File: config.mk
export PLATFORM = sky130hd
export DESIGN_NAME = mseq_enc
export DESIGN_NICKNAME = d
export VERILOG_FILES = /design/src/rtl/mseq_enc.sv
export SDC_FILE = /design/constraint.sdc
export NUM_CORES = 1
export LEC_CHECK = 0
export ABC_AREA = 1
export CORE_UTILIZATION = 35
export CTS_CLUSTER_SIZE = 12
export DETAILED_ROUTE_END_ITERATION = 10
export PLACE_DENSITY = 0.52
export SKIP_CTS_REPAIR_TIMING = 1
export SYNTH_ARGS = -nofsm -noshare
export SYNTH_HDL_FRONTEND = slang
export SYNTH_SLANG_ARGS = --single-unit
File: constraint.sdc
create_clock -name clk -period 3.8 [get_ports clk]
set_clock_uncertainty 0.15 [all_clocks]
set_input_delay 0.95 -clock clk [delete_from_list [all_inputs] [get_ports clk]]
set_output_delay 0.95 -clock clk [all_outputs]
set_load 0.1 [all_outputs]
File: src/rtl/mseq_enc.sv
// mseq_enc: direct-sequence spreading encoder.
// Each accepted data word is sent as one unmodulated template period
// (the preamble) followed by NBITS symbols, MSB first. A symbol is the
// 31-chip template for a 1 bit and its complement for a 0 bit. A new word
// offered during the final chip of the final bit follows back-to-back
// without a preamble.
module mseq_enc #(
  parameter logic [30:0] TEMPLATE = 31'b1100010110001011000101100010110,
  parameter int          NBITS    = 8
) (
  input  logic             clk,
  input  logic             rst_n,
  input  logic [NBITS-1:0] din,
  input  logic             din_valid,
  output logic             din_ready,
  output logic             signal,
  output logic [4:0]       chip_idx,
  output logic             sym_start,
  output logic             busy
);

  typedef enum logic [1:0] {IDLE, PREAMBLE, DATA} state_t;

  localparam int              BW       = (NBITS > 1) ? $clog2(NBITS) : 1;
  localparam logic [BW-1:0]   LAST_BIT = BW'(NBITS - 1);
  localparam logic [4:0]      CHIP_TOP = 5'd30;

  state_t             state_q, state_d;
  logic [4:0]         chip_q, chip_d;
  logic [BW-1:0]      bit_q, bit_d;
  logic [NBITS-1:0]   sreg_q, sreg_d;
  logic               signal_q, signal_d;
  logic               sym_start_q, sym_start_d;
  // Holds din_ready low until the first edge after reset release.
  logic               rdy_en_q;
  logic               last_chip;
  logic               xfer;

  // Chip value for a given state/chip/data bit; the preamble is the plain template.
  function automatic logic chip_value(input state_t st, input logic [4:0] idx,
                                      input logic dbit);
    logic t;
    t = TEMPLATE[idx];
    case (st)
      PREAMBLE: chip_value = t;
      DATA:     chip_value = dbit ? t : ~t;
      default:  chip_value = 1'b0;
    endcase
  endfunction

  assign last_chip = (state_q == DATA) && (bit_q == '0) && (chip_q == 5'd0);
  assign din_ready = rdy_en_q && ((state_q == IDLE) || last_chip);
  assign xfer      = din_valid && din_ready;

  assign signal    = signal_q;
  assign chip_idx  = chip_q;
  assign sym_start = sym_start_q;
  assign busy      = (state_q != IDLE);

  // Next-state, chip/bit counters, word shift register and next output chip.
  always_comb begin
    state_d = state_q;
    chip_d  = chip_q;
    bit_d   = bit_q;
    sreg_d  = sreg_q;
    case (state_q)
      IDLE: begin
        if (xfer) begin
          state_d = PREAMBLE;
          chip_d  = CHIP_TOP;
          bit_d   = LAST_BIT;
          sreg_d  = din;
        end
      end
      PREAMBLE: begin
        if (chip_q == 5'd0) begin
          state_d = DATA;
          chip_d  = CHIP_TOP;
        end else begin
          chip_d = chip_q - 5'd1;
        end
      end
      DATA: begin
        if (chip_q != 5'd0) begin
          chip_d = chip_q - 5'd1;
        end else if (bit_q != '0) begin
          chip_d = CHIP_TOP;
          bit_d  = bit_q - BW'(1);
          sreg_d = sreg_q << 1;
        end else if (xfer) begin
          // Back-to-back word: straight into data, no preamble.
          chip_d = CHIP_TOP;
          bit_d  = LAST_BIT;
          sreg_d = din;
        end else begin
          state_d = IDLE;
          chip_d  = 5'd0;
          bit_d   = '0;
          sreg_d  = '0;
        end
      end
      default: begin
        state_d = IDLE;
        chip_d  = 5'd0;
        bit_d   = '0;
        sreg_d  = '0;
      end
    endcase
    signal_d    = chip_value(state_d, chip_d, sreg_d[NBITS-1]);
    sym_start_d = (state_d != IDLE) && (chip_d == CHIP_TOP);
  end

  // All state and registered outputs; reset aborts any word in flight.
  always_ff @(posedge clk or negedge rst_n) begin
    if (!rst_n) begin
      state_q     <= IDLE;
      chip_q      <= 5'd0;
      bit_q       <= '0;
      sreg_q      <= '0;
      signal_q    <= 1'b0;
      sym_start_q <= 1'b0;
      rdy_en_q    <= 1'b0;
    end else begin
      state_q     <= state_d;
      chip_q      <= chip_d;
      bit_q       <= bit_d;
      sreg_q      <= sreg_d;
      signal_q    <= signal_d;
      sym_start_q <= sym_start_d;
      rdy_en_q    <= 1'b1;
    end
  end

endmodule
==> run summary <==
status = finished, final reports clean
fin crit share = 85.6%
Fillers = 399
core area = 3970 um2
final net count = 231
Initial Utilization = 36.4%
H-tree levels = 1
io pins = 20
Inst Count DP = 256
Hold Crit Class = flip-flop to flip-flop
WP data required = 2700 ps
gr ovfl total = 0
sequential-to-total area share from yosys stat = 36.3%
number of CTS-inserted buffers = 3
average cell area after synthesis = 7.65 um2
DIE AREA = 4390 um2
share of layout cells above drive strength 1 = 17.1%
Mapped Area = 1450 um2
Vias = 1232
gpl congestion = 0.821
Max Clk Rate = 307 MHz
initial antenna violation count = 0
RSZ-0062 raised after global routing = no
Setup TNS = 0 ps
final hold slack = 360 ps
Syn Inst Count = 189
CTS root buffer = clkbuf_8
CP max FO = 13
Area contributors post-synth = dfrtp_1, nand2_1, inv_1, ha_1, nor2_1
crit end category = output port
Routed Antenna Nets = 0
Arrival @ worst endpoint = 2150 ps
synth cell count leaders = nand2_1, inv_1, dfrtp_1
Max Slew Vio Count = 0
TritonCTS clock tree = built
Unique masters post-synth = 28
worst skew pair latency = 260 ps
relative slew slack = 36.3%
Die Y = 66.3 um
via-per-instance ratio = 4.74
Final setup viols = 0
CTS sink count = 21
asr flop ratio synth = 100%
first-pass GRT wire length = 5440 um
Finished Layout Cells = 260
diodes inserted = 0
Post-synth EDFFs = 0
Horiz. Die Dim = 66.3 um
TritonRoute pass-1 iters = 4
Hold Vio Cnt, Final = 0
Synth Register Bits = 21
num rows = 23
hpwl dp = 2510 um
1st-iter DRT viols = 108
Yosys warning count = 0
Area Growth Syn to Fin = 18.5%
Reg area = 526 um2
clk slew on worst S/H paths = 80 ps
leading area contributor after synthesis = dfrtp_1
I/O Buffers = 19
CP Launch Type = flip-flop
Util after Layout = 43.2%
CP Class = flip-flop to output port
clock buffer depth = 2
Syn Nets = 209
vias in the first global route = 1165
Slew @ Worst Pin = 952 ps
Tot GR Track Use = 16.5%
largest net degree at the start of global routing = 22
Final Critical Period = 3250 ps
ys flop type = dfrtp_1
Avg WL per Cell = 12.5 um
top-count cell post-synth = nand2_1
top-area cell type share of the netlist area = 36.3%
max cap viols = 0
DRC violations left = 0
area of the multi-input gates = 777 um2
WL final = 3260 um
per-layer routing:
layer | routed length, um | global-route usage, % | part of all wire (%) | vias to the layer above
met4 | 31 | 5.05 | 0.95 | 0
li1 | - | - | - | 644
met1 | 1640 | 22.2 | 50 | 567
met2 | 1480 | 25.9 | 45 | 19
met5 | 0 | 0 | 0 | -
met3 | 106 | 3.79 | 3.3 | 2
path summary, 6_finish.rpt:
check                              end  cells past startpoint        start  slack, ps
max                          din_ready                      7     bit_q[0]        550
min                        chip_idx[0]                      1  chip_idx[0]        360
max reg2reg                     signal                     19     bit_q[0]        730
min reg2reg                chip_idx[0]                      1  chip_idx[0]        360
max in group asynchronous   state_q[0]                      1        rst_n       1860
min in group asynchronous  chip_idx[4]                      1        rst_n       1060
final cells by class:
class | instances | area share [%]
Clock inverter | 1 | 0.292
Clock buffer | 3 | 2.41
Timing Repair Buffer | 19 | 9.78
Sequential cell | 21 | 30.7
Inverter | 36 | 7.88
Tap cell | 50 | 3.65
Multi-Input combinational cell | 130 | 45.3
placed cells by master (no fill, tap or decap), drive strengths merged:
master,count
mux2i,4
conb,1
a22oi,1
o311ai,6
clkbuf,3
nor2,21
nand3,9
inv,36
nand2,54
dfrtp,21
o21bai,1
buf,9
o211ai,2
a21oi,11
o22ai,2
nor3,1
o21ai,7
clkinv,1
ha,9
and2,1
clkdlybuf4s50,10
worst max-delay path, stage by stage, from the launching register on:
cell,delay (ps)
dfrtp_1,370
inv_1,90
ha_1,150
ha_1,520
o21bai_1,170
nor2_2,160
and2_1,140
buf_4,280
metrics by stage:
stage	cell area (um2)	worst slack [ps]
2_1_floorplan	1450	451
3_3_place_gp	1670	764
3_5_place_dp	1670	690
4_1_cts	1710	527
5_1_grt	1710	344
6_report	1710	547
registers in the layout, summed over array words and instances (netlist names):
signal,cells
sym_start,1
bit_q,3
chip_idx,5
signal,1
sreg_q,8
state_q,2
rdy_en_q,1
kinds of logic after synthesis:
logic type / count (synthesis) / synth area share (%)
multiplexers: 4 / 2.77
AND/OR/NAND/NOR: 86 / 28.5
adder cells (fa/ha/maj): 9 / 7.79
other: 1 / 0.259
AO/OA/AOI/OAI: 30 / 14.4
flip-flops: 21 / 36.3
buffers and inverters: 38 / 9.95
Power is not shown: default switching activity piles up to over one toggle a cycle in this logic, so the estimate is an artifact.
